$ cat src/rtl/video_pkg.sv
// Shared definitions for the video source/filter chain: fvh bit indices,
// source FSM states and the idle framing value.
package video_pkg;

    localparam int unsigned FVH_F = 2;
    localparam int unsigned FVH_V = 1;
    localparam int unsigned FVH_H = 0;

    localparam logic [2:0] FVH_IDLE = 3'b011;

    typedef enum logic [1:0] {
        IDLE,
        RUN,
        DRAIN
    } src_state_t;

endpackage

$ cat src/rtl/video_delay_line.sv
// WIDTH x DEPTH shift register with asynchronous active-low clear to CLR_VAL.
module video_delay_line #(
    parameter int unsigned       WIDTH   = 5,
    parameter int unsigned       DEPTH   = 2,
    parameter logic [WIDTH-1:0]  CLR_VAL = '0
) (
    input  logic             clk,
    input  logic             rst_n,
    input  logic [WIDTH-1:0] d,
    output logic [WIDTH-1:0] q
);

    logic [WIDTH-1:0] stage [DEPTH];

    always_ff @(posedge clk or negedge rst_n) begin
        if (!rst_n) begin
            for (int unsigned i = 0; i < DEPTH; i++) begin
                stage[i] <= CLR_VAL;
            end
        end else begin
            stage[0] <= d;
            for (int unsigned i = 1; i < DEPTH; i++) begin
                stage[i] <= stage[i-1];
            end
        end
    end

    assign q = stage[DEPTH-1];

endmodule

$ cat src/rtl/frame_stream_source.sv
// Frame-buffer reader producing an fvh/dv/pixel stream from a fixed-latency memory.
// Optional FRAME_SRC_TEST_PATTERN_EN adds pattern_sel for an hcnt^vcnt test pattern.
module frame_stream_source
    import video_pkg::*;
#(
    parameter int unsigned IMG_WIDTH  = 720,
    parameter int unsigned IMG_HEIGHT = 480,
    parameter int unsigned H_BLANK    = 138,
    parameter int unsigned V_BLANK    = 45,
    parameter int unsigned RD_LATENCY = 2,
    parameter int unsigned ADDR_W     = 19
) (
    input  logic              clk,
    input  logic              reset,
    input  logic              en,
`ifdef FRAME_SRC_TEST_PATTERN_EN
    input  logic              pattern_sel,
`endif
    output logic              rd_en,
    output logic [ADDR_W-1:0] rd_addr,
    input  logic [7:0]        rd_data,
    output logic [2:0]        fvh_out,
    output logic              dv_out,
    output logic [7:0]        px_out,
    output logic              frame_done,
    output logic              busy
);

    localparam int unsigned H_TOTAL = IMG_WIDTH + H_BLANK;
    localparam int unsigned V_TOTAL = IMG_HEIGHT + V_BLANK;
    localparam int unsigned HW      = $clog2(H_TOTAL);
    localparam int unsigned VW      = $clog2(V_TOTAL);
    localparam int unsigned DW      = $clog2(RD_LATENCY + 1);

`ifdef FRAME_SRC_TEST_PATTERN_EN
    localparam int unsigned DL_W = 14;
`else
    localparam int unsigned DL_W = 5;
`endif
    localparam logic [DL_W-1:0] DL_CLR = DL_W'({FVH_IDLE, 2'b00});

    src_state_t        state, next_state;
    logic [HW-1:0]     hcnt;
    logic [VW-1:0]     vcnt;
    logic [DW-1:0]     drain_cnt;
    logic [ADDR_W-1:0] ptr;
    logic              field;
    logic              started;

    logic h_end, v_end, frame_end, frame_start, drain_end;
    logic hblank, vblank, active, sel;
    logic [4:0]      raster_flags;
    logic [DL_W-1:0] dl_in, dl_out;

    assign hblank      = (hcnt >= HW'(IMG_WIDTH));
    assign vblank      = (vcnt >= VW'(IMG_HEIGHT));
    assign h_end       = (hcnt == HW'(H_TOTAL - 1));
    assign v_end       = (vcnt == VW'(V_TOTAL - 1));
    assign frame_end   = (state == RUN) && h_end && v_end;
    assign frame_start = en && ((state == IDLE) || frame_end);
    assign drain_end   = (drain_cnt == DW'(RD_LATENCY));
    assign active      = (state == RUN) && !hblank && !vblank;

`ifdef FRAME_SRC_TEST_PATTERN_EN
    assign sel = pattern_sel;
`else
    assign sel = 1'b0;
`endif

    assign rd_en   = active && !sel;
    assign rd_addr = ptr;
    assign busy    = (state != IDLE);

    always_ff @(posedge clk or negedge reset) begin
        if (!reset) state <= IDLE;
        else        state <= next_state;
    end

    always_comb begin
        next_state = state;
        case (state)
            IDLE:    if (en) next_state = RUN;
            RUN:     if (frame_end && !en) next_state = DRAIN;
            DRAIN:   if (drain_end) next_state = IDLE;
            default: next_state = IDLE;
        endcase
    end

    always_ff @(posedge clk or negedge reset) begin
        if (!reset) begin
            hcnt      <= '0;
            vcnt      <= '0;
            drain_cnt <= '0;
            ptr       <= '0;
            field     <= 1'b0;
            started   <= 1'b0;
        end else begin
            if (state == RUN && !frame_end) begin
                if (h_end) begin
                    hcnt <= '0;
                    vcnt <= vcnt + VW'(1);
                end else begin
                    hcnt <= hcnt + HW'(1);
                end
            end else begin
                hcnt <= '0;
                vcnt <= '0;
            end

            // pointer tracks active cycles, not reads, so pattern mode keeps it in step
            if (state != RUN || frame_end) ptr <= '0;
            else if (active)               ptr <= ptr + ADDR_W'(1);

            if (state == DRAIN) drain_cnt <= drain_cnt + DW'(1);
            else                drain_cnt <= '0;

            if (frame_start) begin
                started <= 1'b1;
                if (started) field <= ~field;
            end
        end
    end

    assign raster_flags = (state == RUN) ? {field, vblank, hblank, active, frame_end}
                                         : {field, FVH_IDLE[FVH_V], FVH_IDLE[FVH_H], 2'b00};

`ifdef FRAME_SRC_TEST_PATTERN_EN
    assign dl_in = {sel, 8'(hcnt) ^ 8'(vcnt), raster_flags};
`else
    assign dl_in = raster_flags;
`endif

    video_delay_line #(
        .WIDTH   (DL_W),
        .DEPTH   (RD_LATENCY),
        .CLR_VAL (DL_CLR)
    ) u_delay (
        .clk   (clk),
        .rst_n (reset),
        .d     (dl_in),
        .q     (dl_out)
    );

    always_ff @(posedge clk or negedge reset) begin
        if (!reset) begin
            fvh_out    <= FVH_IDLE;
            dv_out     <= 1'b0;
            px_out     <= '0;
            frame_done <= 1'b0;
        end else begin
            fvh_out    <= dl_out[4:2];
            dv_out     <= dl_out[1];
            frame_done <= dl_out[0];
`ifdef FRAME_SRC_TEST_PATTERN_EN
            if (!dl_out[1])      px_out <= '0;
            else if (dl_out[13]) px_out <= dl_out[12:5];
            else                 px_out <= rd_data;
`else
            px_out <= dl_out[1] ? rd_data : '0;
`endif
        end
    end

endmodule

$ cat config.mk
export PLATFORM = sky130hd
export DESIGN_NAME = frame_stream_source
export DESIGN_NICKNAME = d
export VERILOG_FILES = /design/src/rtl/video_pkg.sv /design/src/rtl/video_delay_line.sv /design/src/rtl/frame_stream_source.sv
export SDC_FILE = /design/constraint.sdc
export NUM_CORES = 1
export LEC_CHECK = 0
export CORE_ASPECT_RATIO = 0.5
export CORE_MARGIN = 2
export CORE_UTILIZATION = 35
export CTS_BUF_LIST = sky130_fd_sc_hd__clkbuf_2
export DETAILED_ROUTE_END_ITERATION = 16
export GPL_TIMING_DRIVEN = 1
export HOLD_SLACK_MARGIN = 0.15
export SYNTH_ARGS = -nofsm -noshare
export SYNTH_HDL_FRONTEND = slang
export SYNTH_SLANG_ARGS = --single-unit
$ cat constraint.sdc
create_clock -name clk -period 2 [get_ports clk]
set_clock_uncertainty 0.2 [all_clocks]
set_input_delay 0.4 -clock clk [delete_from_list [all_inputs] [get_ports clk]]
set_output_delay 0.4 -clock clk [all_outputs]
set_load 0.1 [all_outputs]
==> impl_summary.md <==
Run status
The flow ran to the end, but the final reports show violations. The final reports fail on negative setup slack.

STA
The count of endpoints failing hold in the final timing report came to 0. The transition time at the pin with the least slew margin is 0.794 ns. The post-route worst setup slack is -0.360 ns.

The number of pins exceeding their max-slew limit in the final report was 0. In the final timing run, aggregate negative setup slack is -6.92 ns. The tightest slew margin relative to the limit is a little under half. The number of failing setup endpoints in the final timing report is 31. Setup repair after global routing could not meet its margin everywhere. Based on the critical path, the design can be clocked at up to 424 MHz.

Hold timing on the final database bottoms out at a slack of ~0.16 ns. After layout, the worst path uses 118% of the clock period. The routed design could run at a clock period as short as ~2.4 ns.

Route
The routed wire length is 8.19 mm. The post-detailed-route wirelength per cell is roughly 16 um. The total via count in the routed design is 2,742. For this block, the initial DRC count from the detailed router was 180. For this run, the detailed router's first-pass iteration total came to 4. The detail-routed via count per cell is 5.36.

Once detail routing completed, the nets flagged for antenna violations numbered 0. The total DRC errors in the routed layout is 0.

Place
The weighted congestion reported at the end of routability-driven placement is approximately 0.81. Once placement completed, the tool counted placed cells totaling between 400 and 500. The count of buffers added on input and output ports is 44. The total placed instance area is ~0.0043 mm^2.

Detailed placement finished with a half-perimeter wire length of around 5.4 mm.

Worst setup path
The data required time of the critical path is about 1.4 ns. The critical path in this run is classified as reg -> out. The worst-case register-to-register setup slack is -0.32 ns. Together, buffers and inverters on the worst path number 1. For the worst flop-to-flop path, the logic depth is 5. The largest delay contributor family on the critical path is compound AO/OA/AOI/OAI gates.

The largest individual stage delay along the critical path comes from the cell sky130_fd_sc_hd__dfrtp_1. Of all nets on the critical path, the largest fanout is 2. The critical path crosses 4 cells after its start point.

STA classifies the critical path endpoint as an output pin. For the worst setup path, the data arrival time is between 1.5 and 2 ns. The source of the worst register-to-register timing path is hcnt[5]. The largest stage delay on the critical path is 0.43 ns.

The source of the critical timing path is hcnt[5]. The critical path goes through o211a_1 > o21a_4 > nor2_4 > buf_12. The worst setup path is launched from a register.

Clock tree
The total CTS buffers is 9. The number of buffers on the longest clock path is 2. The number of sinks driven by the clock tree is 68.

The cell at the root of the clock tree is sky130_fd_sc_hd__clkbuf_2. After clock tree synthesis, the clock-pin slew on the worst setup and hold paths is roughly 0.18 ns. In this run the number of H-tree levels came out at 3. The later pin in the worst-skew pair is clocked with a latency of 0.52 ns.

The TritonCTS clock tree is built.

Power
The worst supply voltage drop on vdd is between 0.0004 and 0.0005 V. The leakage power is 0.00196 uW. For this design the ratio of total power to cell area is about 800 mW/mm^2.

Cells and area
The repair_antennas step left the layout with diodes totalling 0. In the final layout, the multi-input gates occupy 0.00146 mm^2. The area growth from synthesis to final layout is 55.8%.

The area of all placed cells without fillers is 0.00477 mm^2. Across the whole layout, storage elements account for approximately 0.0017 mm^2. The final cell count without fillers is slightly above 500. The share of cells above drive strength 1 is 43.8%. At the end of the flow, the number of nets in the layout was 408. The filler cells instantiated in the layout total about 720.

Logic synthesis
Yosys printed 0 warnings. The synthesized flop and latch total is 68. Summed over all instances, the cell type with the most area after synthesis is sky130_fd_sc_hd__dfrtp_1. Synthesis handed over a netlist of just under 300 instances.

The prevailing post-synth register cell is sky130_fd_sc_hd__dfrtp_1. The async set-reset flop share out of synthesis is between 90% and 100%. The share of the synthesized area in the top cell type is around half. The number of nets in the synthesized netlist is around 300. The average cell area after synthesis is ~11 um^2.

Ranked by total cell area, the synthesized netlist is headed by sky130_fd_sc_hd__dfrtp_1, sky130_fd_sc_hd__dfstp_2, sky130_fd_sc_hd__o31ai_1. Yosys mapped a number of flops with a built-in enable equal to 0. The number of distinct standard cells referenced by the synthesized netlist is between 40 and 50. The area of the mapped netlist is just over 0.003 mm^2.

The sequential area share after synthesis is a little under three fifths.

Global routing
The total global-route track usage is roughly 19%. For this run the aggregate overflow at the end of global routing stands at 0. Entering global routing, the biggest net connects 35 pins.

The via count of the first global-routing pass is ~2,800. The first global-routing pass estimated about 14 mm of wire. The initial antenna violation count is 0.

Worst hold path
The cell count of the worst hold path is 0. The min-delay analysis places its worst path in the category reg -> reg. The worst hold path begins at u_delay.stage[8].

Die
The initial cell density of the core is 35.7%. During I/O placement, the number of pins put on the boundary was 45. The die span in y is between 70 and 80 um. After floorplanning, the core was sized to cover 0.00859 mm^2.

The die covers ~0.0096 mm^2. The width of the chip is 136 um. The floorplan has 24 rows.

Run
The max-capacitance violation count is 0.
Yosys cell counts (2+ instances only):
library cell and number:
sky130_fd_sc_hd__ha_1 7, sky130_fd_sc_hd__and4_1 3, sky130_fd_sc_hd__dfrtp_1 62, sky130_fd_sc_hd__xor2_1 5
sky130_fd_sc_hd__nor2_1 17, sky130_fd_sc_hd__a21oi_1 23, sky130_fd_sc_hd__inv_1 11, sky130_fd_sc_hd__or4_1 16
sky130_fd_sc_hd__o31ai_1 16, sky130_fd_sc_hd__nor3_1 3, sky130_fd_sc_hd__buf_2 3, sky130_fd_sc_hd__and2_1 14
sky130_fd_sc_hd__and3_1 6, sky130_fd_sc_hd__or3_1 8, sky130_fd_sc_hd__o21ai_0 10, sky130_fd_sc_hd__nand4_1 11
sky130_fd_sc_hd__dfstp_2 6, sky130_fd_sc_hd__nand2_1 14, sky130_fd_sc_hd__o211ai_1 2, sky130_fd_sc_hd__nor4_1 4
sky130_fd_sc_hd__xnor2_1 5, sky130_fd_sc_hd__nand3_1 13, sky130_fd_sc_hd__clkbuf_1 10, sky130_fd_sc_hd__o2bb2ai_1 2
state kept, by name, indices dropped and copies added, names as in the netlist:
signal,flops
dv_out,1
vcnt,10
started,1
hcnt,10
drain_cnt,2
state,2
frame_done,1
u_delay.q,5
u_delay.stage,5
field,1
rd_addr,19
fvh_out,3
px_out,8
stage by stage:
stage	setup slack (ns)	power, uW	utilization (%)
after floorplan	-0.178	2510	-
after global placement	-0.299	3070	50.2
after detailed placement	-0.488	3120	50.2
after CTS	-0.385	3880	54.8
after global routing	-0.464	4070	55.6
final	-0.360	3860	55.6
logic make-up (layout without fill, tap and decap cells):
group	count (synthesis)	count (layout)	synth area share, %
buf+inv	25	130	3.19
mux	1	1	0.327
xor+xnor	10	10	2.86
compound gates	64	64	13.3
simple gates	115	115	21.7
flops	68	68	55.8
fa+ha+maj	7	7	2.86
placed cells by master (no fill, tap or decap), types with 3 or more instances in the layout:
master,count
sky130_fd_sc_hd__nor4_2,3
sky130_fd_sc_hd__clkinv_2,3
sky130_fd_sc_hd__buf_6,10
sky130_fd_sc_hd__nor2_1,13
sky130_fd_sc_hd__clkdlybuf4s50_1,9
sky130_fd_sc_hd__or3_1,7
sky130_fd_sc_hd__ha_1,7
sky130_fd_sc_hd__dfrtp_2,12
sky130_fd_sc_hd__dfrtp_4,5
sky130_fd_sc_hd__and2_1,14
sky130_fd_sc_hd__o31ai_1,14
sky130_fd_sc_hd__o21ai_0,8
sky130_fd_sc_hd__a21oi_1,9
sky130_fd_sc_hd__or4_1,13
sky130_fd_sc_hd__buf_12,37
sky130_fd_sc_hd__clkbuf_2,11
sky130_fd_sc_hd__and3_1,5
sky130_fd_sc_hd__xor2_1,5
sky130_fd_sc_hd__nand3_1,13
sky130_fd_sc_hd__xnor2_1,5
sky130_fd_sc_hd__nand4_1,11
sky130_fd_sc_hd__nand2_1,13
sky130_fd_sc_hd__dfrtp_1,45
sky130_fd_sc_hd__buf_4,44
sky130_fd_sc_hd__or4_4,3
sky130_fd_sc_hd__dfstp_2,6
sky130_fd_sc_hd__a21oi_2,14
sky130_fd_sc_hd__inv_1,10
routing by layer:
metal	global-route usage, %	share of wire (%)	up-vias
met5	0	0	-
met1	22.2	42	1381
met3	5.59	4.3	21
li1	-	-	1274
met2	31.0	51	66
met4	8.56	2.6	0
where the power goes:
group	total, uW	internal, uW	switching [uW]
clock	651	167	485
sequential	1710	1540	166
combinational	1500	607	894
final cells by class:
cell class / count / share of cell area, %
Clock buffer: 11 / 1.15
Multi-Input combinational cell: 197 / 30.6
Tap cell: 117 / 3.07
Timing Repair Buffer: 103 / 27.2
Clock inverter: 5 / 0.629
Sequential cell: 68 / 36.5
Inverter: 11 / 0.865
final timing paths:
| check | end |
|---|---|
| max | rd_en |
| min | u_delay.q[3] |
| max reg2reg | vcnt[7] |
| min reg2reg | u_delay.q[3] |
| max in group asynchronous | rd_addr[3] |
| min in group asynchronous | vcnt[8] |
repair_timing:
action                     in CTS  in global routing
gates resized for setup        46                 13
hold endpoints to repair       64                  0
pin swaps                      16                 12
setup endpoints to repair      32                 34
gates cloned                    2                  0
hold buffers                    2                  0
buffers inserted               11                  8
worst reg2reg max path: cells and delay by family, from the launching register on:
family,cells,cell delay [ns]
buffers and inverters,1,0.12
DFF,1,0.43
and+or+nand+nor,3,1.39
AOI/OAI and AO/OA,1,0.14
No activity file was read; power rests on OpenSTA's default activity.
